**config.mk**
```make
export PLATFORM = sky130hd
export DESIGN_NAME = ex_wb_result_pipe
export DESIGN_NICKNAME = d
export VERILOG_FILES = /design/src/rtl/ex_wb_result_pipe.sv
export SDC_FILE = /design/constraint.sdc
export NUM_CORES = 1
export LEC_CHECK = 0
export ABC_CLOCK_PERIOD_IN_PS = 2300
export CAP_MARGIN = 20
export CORE_MARGIN = 2
export CORE_UTILIZATION = 25
export CTS_CLUSTER_SIZE = 12
export DETAILED_ROUTE_END_ITERATION = 16
export HOLD_SLACK_MARGIN = 0.02
export PLACE_DENSITY = 0.59
export SLEW_MARGIN = 25
export SYNTH_ARGS = -nofsm -noshare
export SYNTH_HDL_FRONTEND = slang
export SYNTH_SLANG_ARGS = --single-unit
```
**constraint.sdc**
```tcl
create_clock -name i_clk -period 2.3 [get_ports i_clk]
set_input_delay 0.23 -clock i_clk [delete_from_list [all_inputs] [get_ports i_clk]]
set_output_delay 0.23 -clock i_clk [all_outputs]
set_load 0.05 [all_outputs]
```
**src/rtl/ex_wb_result_pipe.sv**
```systemverilog
// EX/MEM and MEM/WB result pipeline feeding the forwarding unit, with load-use
// stall detection and a saturating stall-cycle counter.
module ex_wb_result_pipe #(
    parameter int DATA_W = 32,
    parameter int REG_W  = 5,
    parameter int CNT_W  = 16
) (
    input  logic              i_clk,
    input  logic              i_rst_n,
    input  logic              i_EX_reg_write,
    input  logic              i_EX_mem_read,
    input  logic [REG_W-1:0]  i_EX_write_register,
    input  logic [DATA_W-1:0] i_EX_alu_result,
    input  logic              i_flush,
    input  logic              i_MEM_stall,
    input  logic [DATA_W-1:0] i_MEM_read_data,
    input  logic [REG_W-1:0]  i_ID_Rs,
    input  logic [REG_W-1:0]  i_ID_Rt,
    output logic              o_EX_MEM_reg_write,
    output logic              o_EX_MEM_mem_read,
    output logic [REG_W-1:0]  o_write_register_MEM,
    output logic [DATA_W-1:0] o_MEM_alu_result,
    output logic              o_MEM_WB_reg_write,
    output logic [REG_W-1:0]  o_write_register_WB,
    output logic [DATA_W-1:0] o_WB_write_data,
    output logic              o_load_use_stall,
    output logic [CNT_W-1:0]  o_stall_cycles
);

    localparam logic [REG_W-1:0] REG_ZERO = {REG_W{1'b0}};
    localparam logic [CNT_W-1:0] CNT_MAX  = {CNT_W{1'b1}};
    localparam logic [CNT_W-1:0] CNT_ONE  = {{(CNT_W-1){1'b0}}, 1'b1};

    logic              ex_wr_valid_s;
    logic              load_use_s;
    logic              stall_event_s;
    logic [DATA_W-1:0] wb_data_s;

    // Qualify writes ($0 is never a forwarding source) and detect load-use hazards.
    always_comb begin
        ex_wr_valid_s = i_EX_reg_write && (i_EX_write_register != REG_ZERO);
        load_use_s    = i_EX_mem_read && ex_wr_valid_s &&
                        ((i_EX_write_register == i_ID_Rs) ||
                         (i_EX_write_register == i_ID_Rt));
        stall_event_s = load_use_s || i_MEM_stall;
        wb_data_s     = o_EX_MEM_mem_read ? i_MEM_read_data : o_MEM_alu_result;
    end

    assign o_load_use_stall = load_use_s;

    // EX/MEM register: a memory stall outranks a flush.
    always_ff @(posedge i_clk or negedge i_rst_n) begin
        if (!i_rst_n) begin
            o_EX_MEM_reg_write   <= 1'b0;
            o_EX_MEM_mem_read    <= 1'b0;
            o_write_register_MEM <= REG_ZERO;
            o_MEM_alu_result     <= {DATA_W{1'b0}};
        end else if (i_MEM_stall) begin
            o_EX_MEM_reg_write   <= o_EX_MEM_reg_write;
            o_EX_MEM_mem_read    <= o_EX_MEM_mem_read;
            o_write_register_MEM <= o_write_register_MEM;
            o_MEM_alu_result     <= o_MEM_alu_result;
        end else if (i_flush) begin
            o_EX_MEM_reg_write   <= 1'b0;
            o_EX_MEM_mem_read    <= 1'b0;
            o_write_register_MEM <= i_EX_write_register;
            o_MEM_alu_result     <= i_EX_alu_result;
        end else begin
            o_EX_MEM_reg_write   <= ex_wr_valid_s;
            o_EX_MEM_mem_read    <= i_EX_mem_read;
            o_write_register_MEM <= i_EX_write_register;
            o_MEM_alu_result     <= i_EX_alu_result;
        end
    end

    // MEM/WB register: a stall issues a bubble so the held load is written back once.
    always_ff @(posedge i_clk or negedge i_rst_n) begin
        if (!i_rst_n) begin
            o_MEM_WB_reg_write  <= 1'b0;
            o_write_register_WB <= REG_ZERO;
            o_WB_write_data     <= {DATA_W{1'b0}};
        end else if (i_MEM_stall) begin
            o_MEM_WB_reg_write  <= 1'b0;
            o_write_register_WB <= o_write_register_WB;
            o_WB_write_data     <= o_WB_write_data;
        end else begin
            o_MEM_WB_reg_write  <= o_EX_MEM_reg_write;
            o_write_register_WB <= o_write_register_MEM;
            o_WB_write_data     <= wb_data_s;
        end
    end

    // Saturating stall-cycle counter, cleared only by reset.
    always_ff @(posedge i_clk or negedge i_rst_n) begin
        if (!i_rst_n) begin
            o_stall_cycles <= {CNT_W{1'b0}};
        end else if (stall_event_s && (o_stall_cycles != CNT_MAX)) begin
            o_stall_cycles <= o_stall_cycles + CNT_ONE;
        end else begin
            o_stall_cycles <= o_stall_cycles;
        end
    end

endmodule

```
==> run metrics <==
top cells by area, synth dfrtp_1 57%, mux2_2 12%, mux2i_1 8.1%; total wire length 11.0 mm; syn avg cell area between 10 and 15 um2; row count 46; LEAKAGE roughly 2.6 nW; drt first pass iters 4; top cell type's share of synthesized area between 50% and 60%; largest stage delay on the critical path 0.60 ns; via/cell ratio 4.30; count leader, synth dfrtp_1; IO buf count between 150 and 200; final hold viol count 0; antenna violations before repair 0; Post-CTS Setup Repair Bufs 0; gpl congestion 0.793; H-tree depth 3; Required @ worst endpoint around 2.1 ns; data arrival time of the worst path ~1.9 ns; Fill cells 1543; RSZ-0062 raised after global routing no; register area share after synthesis 57.0%; remaining antenna violation count 0; delay-heaviest family, CP buffers and inverters; critical path class primary input to output pin; Setup Viol. Count Final 0; synth unique cells 37; die footprint 17400 um2; Core Box Area 15900 um2; layout cells sized above 1 16.2%; Synth warnings 0; status complete, no violations; period utilisation layout 93.1%; final net count around 600; HPWL after DPL 8.03 mm; grt ovf 0; number of synthesized flops with an enable pin 0; GRT Total Usage about an eighth; clk_skew just over 0.005 ns; DRC Markers 0; later-pin clock latency in the skew report 0.34 ns; initial core utilization ~26%; Period minus WS final 2.14 ns; Initial DRC Count roughly 120; wire per inst between 10 and 15 um; TritonCTS Buffers 9; crit path cell chain clkdlybuf4s50_1 > or4_1 > o211ai_2 > buf_4 > nor2_1 > buf_4; Slowest cell on crit path or4_1; chip width about 130 um; Via Count 3168; first-pass GRT wire length 18.5 mm; max-cap violation count 0; Startpoint Class primary input; Synth Register Bits 93; Worst-Margin Slew ~0.62 ns; Peak VDD IR between 300 and 400 uV; Worst Hold Class primary input to register; pin count of the biggest net entering global routing 94; Sum Neg Setup Slack 0 ns; cells after synthesis 330; pwr/cell area 854 nW/um2; Ports 179; Worst path most repeated cell buf_4; CTS tree done; Cell Area, Synth 4080 um2; n_diodes 0; vias in the first global route approximately 3400; Num Clock Sinks 93; clock slew at reported path FFs 0.07 ns; largest area contributor in the netlist dfrtp_1; Synth-to-Final Area Change 59.2%; CP Capture Type output pin; Final Slew Violations 0; FMAX ~470 MHz; Main synth FF type dfrtp_1; asr flop ratio synth 100%; fin cells 736; slew margin rel. about three fifths; most instantiated cells after synthesis 93 x dfrtp_1, 42 x mux2_2, 39 x nand2_1; Syn Nets 416; clk root buf clkbuf_16; placed cells 719; Clock Tree Buf Depth 2; die height 132 um; final hold slack about 0.40 ns; Buf/Inv on CP 3; CP max FO 4
registers in the layout, summed over array words and instances, names as in the netlist:
name,flops
o_MEM_alu_result,32
o_WB_write_data,32
o_stall_cycles,16
o_write_register_MEM,5
o_write_register_WB,5
o_EX_MEM_mem_read,1
o_EX_MEM_reg_write,1
o_MEM_WB_reg_write,1
routing by layer:
layer	routed length (um)	GRT usage, %	vias to the layer above
li1	-	-	1529
met1	4700	16.0	1524
met2	5420	22.0	104
met3	707	5.19	11
met4	198	4.47	0
met5	0	0	-
layout by cell type, fill, tap and decap left out, drive strengths merged, types with 3 or more instances in the layout:
cell / count
clkdlybuf4s50: 175
dfrtp: 93
mux2: 44
nand2: 39
o21ai: 35
mux2i: 33
buf: 16
xor2: 12
nand4: 10
clkbuf: 10
xnor2: 9
nor2: 7
nand3: 5
and3: 3
final timing paths:
| kind | slack, ns | end | cells after the start | startpoint |
|---|---|---|---|---|
| hold reg to reg | 0.48 | o_WB_write_data[29] | 2 | o_WB_write_data[29] |
| max in group asynchronous | 1.43 | o_WB_write_data[8] | 3 | i_rst_n |
| min in group asynchronous | 0.48 | o_stall_cycles[8] | 3 | i_rst_n |
| hold / removal | 0.40 | o_WB_write_data[1] | 4 | i_MEM_stall |
| setup reg to reg | 0.30 | o_stall_cycles[1] | 7 | o_stall_cycles[0] |
| setup / recovery | 0.16 | o_load_use_stall | 6 | i_EX_write_register[1] |
metrics by stage:
stage | total power (W) | setup slack, ns | utilization, % | cell area, um2
after global placement | 0.00399 | 0.0771 | 38.7 | 6170
after CTS | 0.00564 | 0.139 | 40.8 | 6500
after global routing | 0.00583 | 0.0446 | 40.8 | 6500
after floorplan | 0.00321 | 0.148 | - | 4080
after detailed placement | 0.00401 | 0.00827 | 38.7 | 6170
final | 0.00555 | 0.158 | 40.8 | 6500
repair_timing:
action                                 in CTS  in global routing
hold buffers                                1                  0
gates resized for setup                     0                  0
endpoints found under the hold margin      93                  0
cell families (layout without fill, tap and decap cells):
logic type | after synthesis | after routing | share of synthesized area (%)
flip-flops | 93 | 93 | 57.0
multiplexers | 77 | 77 | 20.2
AND/OR/NAND/NOR | 74 | 74 | 9.65
AO/OA/AOI/OAI | 45 | 45 | 6.34
XOR/XNOR | 21 | 21 | 4.50
buffers and inverters | 19 | 209 | 1.99
adder cells (fa/ha/maj) | 1 | 1 | 0.306
report_power, final:
part	internal, W	switching, W	leakage (nW)
clock network	0.000953	0.000635	0.153
logic	0.000728	0.00118	1.37
registers	0.00186	0.000189	1.13
cell type report:
| class | instances | area (um2) | area share (%) |
|---|---|---|---|
| Timing Repair Buffer | 192 | 1910 | 29.3 |
| Tap cell | 216 | 270 | 4.16 |
| Sequential cell | 93 | 2330 | 35.8 |
| Inverter | 1 | 3.75 | 0.0577 |
| Clock buffer | 10 | 229 | 3.52 |
| Multi-Input combinational cell | 218 | 1680 | 25.8 |
| Clock inverter | 6 | 86.3 | 1.33 |
worst reg2reg max path, cell delays in order (launching register included):
cell and delay (ns):
dfrtp_1 0.41, ha_1 0.24, nand4_1 0.17, nor4_4 0.33, or2b_1 0.18, o31ai_2 0.08, buf_4 0.17, mux2_1 0.31
No activity file was read; power rests on OpenSTA's default activity.
